### config.mk
export PLATFORM = sky130hd
export DESIGN_NAME = shift_issue_arbiter
export DESIGN_NICKNAME = d
export VERILOG_FILES = /design/src/rtl/shift_issue_arbiter_pkg.sv /design/src/rtl/shift_issue_arbiter_shifter.sv /design/src/rtl/shift_issue_arbiter.sv
export SDC_FILE = /design/constraint.sdc
export NUM_CORES = 1
export LEC_CHECK = 0
export ABC_AREA = 1
export BUFFER_PORTS_ARGS = -buffer_cell sky130_fd_sc_hd__buf_2
export CAP_MARGIN = 5
export CORE_MARGIN = 5
export CORE_UTILIZATION = 56
export CTS_CLUSTER_DIAMETER = 30
export DETAILED_ROUTE_END_ITERATION = 8
export PLACE_DENSITY_LB_ADDON = 0.25
export SYNTH_ARGS = -nofsm -noshare
export SYNTH_HDL_FRONTEND = slang
export SYNTH_SLANG_ARGS = --single-unit
### constraint.sdc
create_clock -name clk -period 3.2 [get_ports clk]
set_clock_uncertainty 0.05 [all_clocks]
set_input_delay 0.48 -clock clk [delete_from_list [all_inputs] [get_ports clk]]
set_output_delay 0.48 -clock clk [all_outputs]
set_load 0.1 [all_outputs]
### src/rtl/shift_issue_arbiter_pkg.sv
// Shared execution-unit definitions: operand widths, shift op encodings and
// the request record that the arbiter muxes onto the shared shifter.
package shift_issue_arbiter_pkg;

  localparam int DATA_WIDTH       = 32;
  localparam int IMMEDIATE_WIDTH  = 12;
  localparam int CTRL_SHIFT_WIDTH = 3;
  localparam int SHAMT_WIDTH      = 5;
  localparam int SHIFT_TAG_WIDTH  = 5;

  typedef enum logic [CTRL_SHIFT_WIDTH-1:0] {
    CTRL_SLL  = 3'd0,
    CTRL_SRL  = 3'd1,
    CTRL_SRA  = 3'd2,
    CTRL_SLLI = 3'd3,
    CTRL_SRLI = 3'd4,
    CTRL_SRAI = 3'd5
  } shift_ctrl_e;

  typedef struct packed {
    logic [DATA_WIDTH-1:0]       src1;
    logic [DATA_WIDTH-1:0]       src2;
    logic [IMMEDIATE_WIDTH-1:0]  imm;
    logic [CTRL_SHIFT_WIDTH-1:0] ctrl;
    logic [SHIFT_TAG_WIDTH-1:0]  tag;
  } shift_req_t;

endpackage

### src/rtl/shift_issue_arbiter_shifter.sv
// Combinational barrel shifter shared by both issue pipes. Register forms take
// the amount from src2[4:0], immediate forms from imm (already limited to 0..31
// by the caller). Unrecognised ops pass src1 through unchanged.
module shift_issue_arbiter_shifter
  import shift_issue_arbiter_pkg::*;
(
  input  logic                        uop_is_shift,
  input  logic [DATA_WIDTH-1:0]       src1,
  input  logic [DATA_WIDTH-1:0]       src2,
  input  logic [IMMEDIATE_WIDTH-1:0]  imm,
  input  logic [CTRL_SHIFT_WIDTH-1:0] ctrl,
  output logic [DATA_WIDTH-1:0]       result
);

  logic [SHAMT_WIDTH-1:0] shamt_reg;
  logic [DATA_WIDTH-1:0]  shifted;
  logic                   unused_src2_bits;

  assign unused_src2_bits = ^src2[DATA_WIDTH-1:SHAMT_WIDTH];

  // Decode the op and shift; result is zero when no uop is issued this cycle
  always_comb begin
    shamt_reg = src2[SHAMT_WIDTH-1:0];
    shifted   = src1;
    case (ctrl)
      CTRL_SLL:  shifted = src1 << shamt_reg;
      CTRL_SRL:  shifted = src1 >> shamt_reg;
      CTRL_SRA:  shifted = $unsigned($signed(src1) >>> shamt_reg);
      CTRL_SLLI: shifted = src1 << imm;
      CTRL_SRLI: shifted = src1 >> imm;
      CTRL_SRAI: shifted = $unsigned($signed(src1) >>> imm);
      default:   shifted = src1;
    endcase
    result = uop_is_shift ? shifted : '0;
  end

endmodule

### src/rtl/shift_issue_arbiter.sv
// Round-robin arbiter sharing one shifter between two issue pipes. At most one
// uop is accepted per cycle; its result, tag and source pipe are captured in a
// one-entry output buffer that holds until writeback takes it.
module shift_issue_arbiter
  import shift_issue_arbiter_pkg::*;
#(
  parameter int TAG_WIDTH = SHIFT_TAG_WIDTH
) (
  input  logic                             clk,
  input  logic                             reset,
  input  logic                             flush,
  input  logic [1:0]                       req_valid,
  output logic [1:0]                       req_ready,
  input  logic [1:0][DATA_WIDTH-1:0]       req_src1,
  input  logic [1:0][DATA_WIDTH-1:0]       req_src2,
  input  logic [1:0][IMMEDIATE_WIDTH-1:0]  req_imm,
  input  logic [1:0][CTRL_SHIFT_WIDTH-1:0] req_ctrl,
  input  logic [1:0][TAG_WIDTH-1:0]        req_tag,
  output logic                             wb_valid,
  input  logic                             wb_ready,
  output logic [DATA_WIDTH-1:0]            wb_data,
  output logic [TAG_WIDTH-1:0]             wb_tag,
  output logic                             wb_pipe
);

  logic                  rr_ptr_q, rr_ptr_d;
  logic                  wb_valid_q, wb_valid_d;
  logic [DATA_WIDTH-1:0] wb_data_q, wb_data_d;
  logic [TAG_WIDTH-1:0]  wb_tag_q, wb_tag_d;
  logic                  wb_pipe_q, wb_pipe_d;

  logic                  can_accept;
  logic                  gnt_any;
  logic                  gnt_pipe;
  logic                  accept;
  shift_req_t            sel_req;
  logic [DATA_WIDTH-1:0] result_shifter;
  logic                  unused_imm_bits;

  // Only the low shift-amount bits of the immediate are meaningful here
  assign unused_imm_bits = ^{req_imm[0][IMMEDIATE_WIDTH-1:SHAMT_WIDTH],
                             req_imm[1][IMMEDIATE_WIDTH-1:SHAMT_WIDTH]};

  // Pick a pipe: a lone requester wins, on contention rr_ptr decides
  always_comb begin
    can_accept = !wb_valid_q || wb_ready;
    gnt_any    = |req_valid;
    gnt_pipe   = (req_valid == 2'b11) ? rr_ptr_q : req_valid[1];
    req_ready  = 2'b00;
    if (gnt_any && can_accept && !flush && !reset) begin
      req_ready[gnt_pipe] = 1'b1;
    end
    accept = |(req_valid & req_ready);
  end

  // Mux the granted pipe's operands; mask imm so SRAI's funct7 bit never shifts
  always_comb begin
    sel_req.src1 = req_src1[gnt_pipe];
    sel_req.src2 = req_src2[gnt_pipe];
    sel_req.imm  = IMMEDIATE_WIDTH'(req_imm[gnt_pipe][SHAMT_WIDTH-1:0]);
    sel_req.ctrl = req_ctrl[gnt_pipe];
    sel_req.tag  = SHIFT_TAG_WIDTH'(req_tag[gnt_pipe]);
  end

  shift_issue_arbiter_shifter u_shifter (
    .uop_is_shift (accept),
    .src1         (sel_req.src1),
    .src2         (sel_req.src2),
    .imm          (sel_req.imm),
    .ctrl         (sel_req.ctrl),
    .result       (result_shifter)
  );

  // Next-state: flush beats accept beats drain; accept+drain refills with no bubble
  always_comb begin
    rr_ptr_d   = rr_ptr_q;
    wb_valid_d = wb_valid_q;
    wb_data_d  = wb_data_q;
    wb_tag_d   = wb_tag_q;
    wb_pipe_d  = wb_pipe_q;
    if (accept) begin
      rr_ptr_d = ~gnt_pipe;
    end
    if (flush) begin
      wb_valid_d = 1'b0;
    end else if (accept) begin
      wb_valid_d = 1'b1;
      wb_data_d  = result_shifter;
      wb_tag_d   = TAG_WIDTH'(sel_req.tag);
      wb_pipe_d  = gnt_pipe;
    end else if (wb_ready) begin
      wb_valid_d = 1'b0;
    end
  end

  // State registers with asynchronous reset
  always_ff @(posedge clk or posedge reset) begin
    if (reset) begin
      rr_ptr_q   <= 1'b0;
      wb_valid_q <= 1'b0;
      wb_data_q  <= '0;
      wb_tag_q   <= '0;
      wb_pipe_q  <= 1'b0;
    end else begin
      rr_ptr_q   <= rr_ptr_d;
      wb_valid_q <= wb_valid_d;
      wb_data_q  <= wb_data_d;
      wb_tag_q   <= wb_tag_d;
      wb_pipe_q  <= wb_pipe_d;
    end
  end

  assign wb_valid = wb_valid_q;
  assign wb_data  = wb_data_q;
  assign wb_tag   = wb_tag_q;
  assign wb_pipe  = wb_pipe_q;

endmodule
Word-level counts from Yosys, hierarchy flattened
Cells that the tools add are included.
- magnitude comparators: 2
- equal/unequal tests: 6
- shift operators: 6
- mux-type cells: 18
- bitwise operators: 3
- reductions and logical operators: 13
- operators by type and width (cell ; number):
    one-hot mux 32 bit (6 select lines) ; 1
    two-way mux 32 bit ; 2
    left shift 32 x 5 -> 32 bit ; 2
    right shift 32 x 5 -> 32 bit ; 2
    >>> shifter 32 x 5 -> 32 bit ; 2
    two-way mux 5 bit ; 6
    equality test 3 x 2 -> 1 bit, second input constant ; 2
    equality test 3 bit, second input constant ; 2
    two-way mux 3 bit ; 2
    two-way mux 1 bit ; 5
    logical AND 1 bit ; 4
    OR reduction 2 bit ; 2
    equality test 3 x 1 -> 1 bit, second input constant ; 1
    logical NOT 1 bit ; 3
    logical NOT 3 bit ; 1
    nonzero test 3 bit ; 1
    bitwise AND 2 bit ; 1
    equality test 2 bit, second input constant ; 1
    less-than comparator 1 x 2 -> 1 bit, second input constant ; 1
    two-way mux 2 bit ; 1
    NOT 1 bit ; 2
    AND reduction 2 bit ; 1
    demux 1 bit (select 1 bit) ; 1
    >= comparator 1 bit, second input constant ; 1
    logical OR 1 bit ; 1
- bits in registers: 40
- bits of input ports: 174
- word-level logic and storage cells: 53

Logic depth before layout (Yosys ltp)
- word-level depth: 11
- mapped depth: 22

Hierarchy
Synthesis repeated with hierarchy kept, for this count alone.
- cells, all modules: 1899
- area total of the unflattened synthesis: 9344.0 um2
- modules (own cells, without submodules) (module ; instances ; cells each ; area each (um2)):
    shift_issue_arbiter_shifter ; 1 ; 1471 ; 6801.5
    shift_issue_arbiter ; 1 ; 428 ; 2542.4

Worst setup path after synthesis
OpenSTA, ideal clock, no wires.
- path type: input to output
- start: input reset
- end: output req_ready[0]
- arrival time: 3.701 ns
- required time: 2.670 ns
- slack: -1.031 ns
- stages: 6
- path buffers: 1
- path through: inv_1 -> o21ai_0 -> nor3_1 -> inv_2 -> clkbuf_1 -> nor2_1
- longest elaborated chain between the ends: 3
- ends and longest elaborated chain (what ; line ; RTL):
    start, declared ; shift_issue_arbiter.sv:10 ; input logic reset,
    logical NOT 1 bit (no line) ; n/a ;
    logical AND 1 bit ; shift_issue_arbiter.sv:50 ; if (gnt_any && can_accept && !flush && !reset) begin
    two-way mux 2 bit ; shift_issue_arbiter.sv:50 ;
    end, declared ; shift_issue_arbiter.sv:13 ; output logic [1:0] req_ready,
No other way between the ends.

Worst setup path after layout
- start: register rr_ptr_q
- end: register wb_data_q[22], in the netlist wb_data[22]
- longest elaborated chain between the ends: 9
- ends and longest elaborated chain (what ; line ; RTL):
    start, declared ; shift_issue_arbiter.sv:26 ; logic rr_ptr_q, rr_ptr_d;
    start signal, assigned ; shift_issue_arbiter.sv:105 ; rr_ptr_q <= rr_ptr_d;
    two-way mux 1 bit * ; shift_issue_arbiter.sv:48 ; gnt_pipe = (req_valid == 2'b11) ? rr_ptr_q : req_valid[1];
    less-than comparator 1 x 2 -> 1 bit (implied by the code) or >= comparator 1 bit (tied branches) ; shift_issue_arbiter.sv:51 ; req_ready[gnt_pipe] = 1'b1;
    logical AND 1 bit (implied by the code) ; shift_issue_arbiter.sv:51 ;
    two-way mux 1 bit (implied by the code) ; shift_issue_arbiter.sv:51 ;
    demux 1 bit (select 1 bit) ; shift_issue_arbiter.sv:51 ;
    two-way mux 2 bit ; shift_issue_arbiter.sv:50 ;
    bitwise AND 2 bit ; shift_issue_arbiter.sv:53 ; accept = |(req_valid & req_ready);
    OR reduction 2 bit ; shift_issue_arbiter.sv:53 ;
    AND reduction 2 bit (no line) ; n/a ;
    end signal, assigned ; shift_issue_arbiter.sv:107 ; wb_data_q <= wb_data_d;
    end, declared ; shift_issue_arbiter.sv:28 ; logic [DATA_WIDTH-1:0] wb_data_q, wb_data_d;
Every way passes the cells marked *; elsewhere a longest branch is shown, timed or not. The select of a mux whose other input is x is not followed.
A chain may end at the register's enable or synchronous reset.

==> results.md <==
* Type of origin of the critical path: register
* Detail-routed via count per cell at 6.47
* GRT overflow at 0
* TritonCTS Buffers at 5
* Share of cells above drive strength 1 at 17.7%
* Worst Path Buf+Inv at 2
* Seq pwr share at 12.3%
* First-pass GRT wire length at 60300 µm
* Clk buf depth at 2
* Starting DRT DRC Count at 2152
* Max Fclk at 321 MHz
* Crit path max-delay cell type: o21ai_2
* Slew @ Worst Pin at 0.830 ns
* Inserted Diodes at 0
* Reg2Reg Depth at 16
* Vias at 12460
* Initial antenna violation count at 1
* Fin. Hold Viols at 0
* Combinational group share of total power at 77.9%
* CP delay by family, top: simple AND/OR/NAND/NOR gates
* Die footprint at 17600 µm²
* Crit path depth at 16
* RR Endpoint: wb_data[22]
* Minimum clock period after layout at 3.11 ns
* Synth Warn # at 0
* Final setup fails at 0
* Number of global-route vias before repair at 11075
* Syn Nets at 1788
* Critical R2R Launch: rr_ptr_q
* Die Wd at 133 µm
* Sw power at 3.78 mW
* Clk network pwr share at 9.8%
* Power per cell area at 608 nW/µm²
* Initial Utilization at 57.5%
* Unique masters post-synth at 39
* Crit-path max FO at 16
* Post-synthesis sequential area ratio at 11.9%
* CTS H-tree depth at 2
* CTS sink cnt at 40
* Routed Antenna Nets at 0
* Overall Global Routing Usage at 43.0%
* #FFs+latches synth at 40
* Tot Pwr at 5.97 mW
* Reg clk slew, reported paths at 0.06 ns
* Failing checks: DRC
* Fin cells at 1927
* Mapped Avg Cell Area at 5.22 µm²
* Top Ports at 215
* Post-Syn Instances at 1614
* RSZ-0062 raised after global routing: false
* CP Class: reg -> reg
* Syn-to-layout area delta at 16.4%
* Worst Hold Class: in -> async
* Worst R2R Setup Slack at 0.09 ns
* DRC viols at 8
* Worst slew margin at 44.7%
* Final Cycle Share at 97.2%
* CTS tree: yes
* Worst stage delay on the critical path at 0.39 ns
* Outcome: finished, violations left
* Chip Height at 133 µm
* Largest net degree at the start of global routing at 43
* Static leakage at 5.12 nW
* Cells along the critical path: inv_2 -> nand2_4 -> nand2_8 -> nand2_1 -> nand2_1 -> nand3_4 -> buf_4 -> nand2_1 -> o21ai_2 -> nand3_1 -> nand3_1 -> nand3_1 -> nand3_1 -> nand3_1 -> nor2_1 -> nor2_1
* Core ar. at 14600 µm²
* Net Sw Frac at 63.3%
* WL per Instance at 20.7 µm
* Clk Latency, worst-skew pair at 0.29 ns
* Port Buffer Count at 146
* Initial DRT Pass Iterations at 9
* Critical Path RT at 3.32 ns
* GPL Wtd Cong at 1.16
* Detailed Route WL at 39900 µm
* Max-Cap Viols at 0
* Worst vdd ir at 613 µV
* Pins Over Slew Limit at 0
* Placed instance count at 1918
* Detail Placement HPWL at 30300 µm
* Power Internal at 2.19 mW
* Crit path top cell by count: nand3_1
* Critical Path Sink Type: register
* Clk root buf: clkbuf_16
* Layout net count at 1916
* Rows at 44
* Critical Path AT at 3.23 ns
* Synthesized area at 8430 µm²
[per-layer routing]
layer  vias to the layer above  global-route usage [%]  share of wire [%]
met5                         -                       0              0.033
met1                      5481                    53.1                 35
met3                       262                    16.4                 16
met4                         2                    28.1                8.5
li1                       5720                       -                  -
met2                       995                    62.4                 41
[per-stage QoR]
step                      hold slack (ns)  cell area [µm²]  utilization, %  TNS, ns  setup WS [ns]
after CTS                           0.317             9790            66.9        0          0.123
after floorplan                     0.412             8440               -        0          0.265
after global placement              0.411             9620            65.7        0      0.0000535
final                               0.306             9810            67.0        0         0.0887
after detailed placement            0.414             9620            65.7  -0.0574        -0.0341
after global routing                0.341             9810            67.0        0        0.00214
[cell families after synthesis]
group,synth area share (%)
buffers and inverters,10.4
and+or+nand+nor,68.8
DFF,11.9
AOI/OAI and AO/OA,8.92
[how the worst max path moves through the flow]
stage,slack (ns),from,end
after CTS,0.12,rr_ptr_q,wb_data[10]
after global routing,0.002,rr_ptr_q,wb_data[10]
after floorplan,0.27,reset,req_ready[0]
after detailed placement,-0.03,req_valid[0],wb_data[10]
final,0.09,rr_ptr_q,wb_data[22]
after global placement,0.00005,req_valid[0],wb_data[9]
[cell type report]
cell class | instances | area [µm²]
Multi-Input combinational cell | 1399 | 6580
Fill cell | 1460 | 4830
Timing Repair Buffer | 224 | 1550
Sequential cell | 40 | 1000
Inverter | 72 | 277
Tap cell | 184 | 230
Clock buffer | 5 | 125
Clock inverter | 3 | 46.3
[power groups by stage]
stage | Clock [mW] | Sequential (mW) | Combinational (mW)
finish | 0.585 | 0.733 | 4.65
global route | 0.608 | 0.747 | 4.92
CTS | 0.586 | 0.731 | 4.48
detailed placement | 0 | 0.736 | 4.47
floorplan | 0 | 1.78 | 2.29
global placement | 0 | 0.731 | 4.42
[placed cells by master (no fill, tap or decap), types with 3 or more instances in the layout]
| cell | Yosys | layout |
|---|---|---|
| nand4_1 | 16 | 16 |
| nand2_1 | 568 | 568 |
| a21oi_1 | 37 | 37 |
| nand3b_1 | 4 | 4 |
| or2_2 | 3 | 3 |
| o21ai_2 | 19 | 20 |
| nand2_2 | 5 | 5 |
| o21ai_4 | 7 | 7 |
| o21ai_0 | 8 | 7 |
| nor2_4 | 4 | 6 |
| inv_2 | 17 | 17 |
| o21a_1 | 4 | 4 |
| nand3_1 | 575 | 575 |
| o21ai_1 | 23 | 24 |
| dfrtp_1 | 40 | 40 |
| inv_1 | 53 | 52 |
| buf_12 | 0 | 18 |
| nor2_1 | 87 | 84 |
| nand2_4 | 5 | 5 |
| buf_2 | 47 | 144 |
| a31oi_1 | 10 | 10 |
| clkbuf_16 | 0 | 5 |
| buf_4 | 21 | 62 |
| or2_1 | 5 | 5 |
| nand3_2 | 5 | 4 |
[state kept, by name, indices dropped and copies added, names as in the netlist]
register  flops
rr_ptr_q      1
wb_data      32
wb_pipe       1
wb_tag        5
wb_valid      1
[worst reg2reg max path: cells and delay by family, from the launching register on]
| family | cells | cell delay (ns) |
|---|---|---|
| simple gates | 13 | 1.93 |
| compound gates | 1 | 0.39 |
| flops | 1 | 0.34 |
| buf+inv | 2 | 0.27 |
[cells in the mapped netlist (all sizes together)]
master	instances	area (µm²)
o21ai	57	435
a31oi	10	62.6
nor3	1	5.00
a21oi	37	185
dfrtp	40	1000
nand2	580	2260
o31ai	1	7.51
nand3	581	2950
and2	1	6.26
or2	8	50.1
nor2b	1	6.26
clkbuf	26	97.6
nand3b	4	30.0
inv	71	269
clkinv	1	3.75
o21bai	1	7.51
nand4	17	113
o21a	4	30.0
nor2	92	378
o221ai	1	8.76
o211ai	2	15.0
buf	78	509
[timing repair]
item / 4_1_cts / 5_1_grt
gates resized for setup: 0 / 3
endpoints found under the setup margin: 0 / 17
setup buffers: 0 / 0
hold buffers: 0 / 0
(Power assumes the default switching activity.)
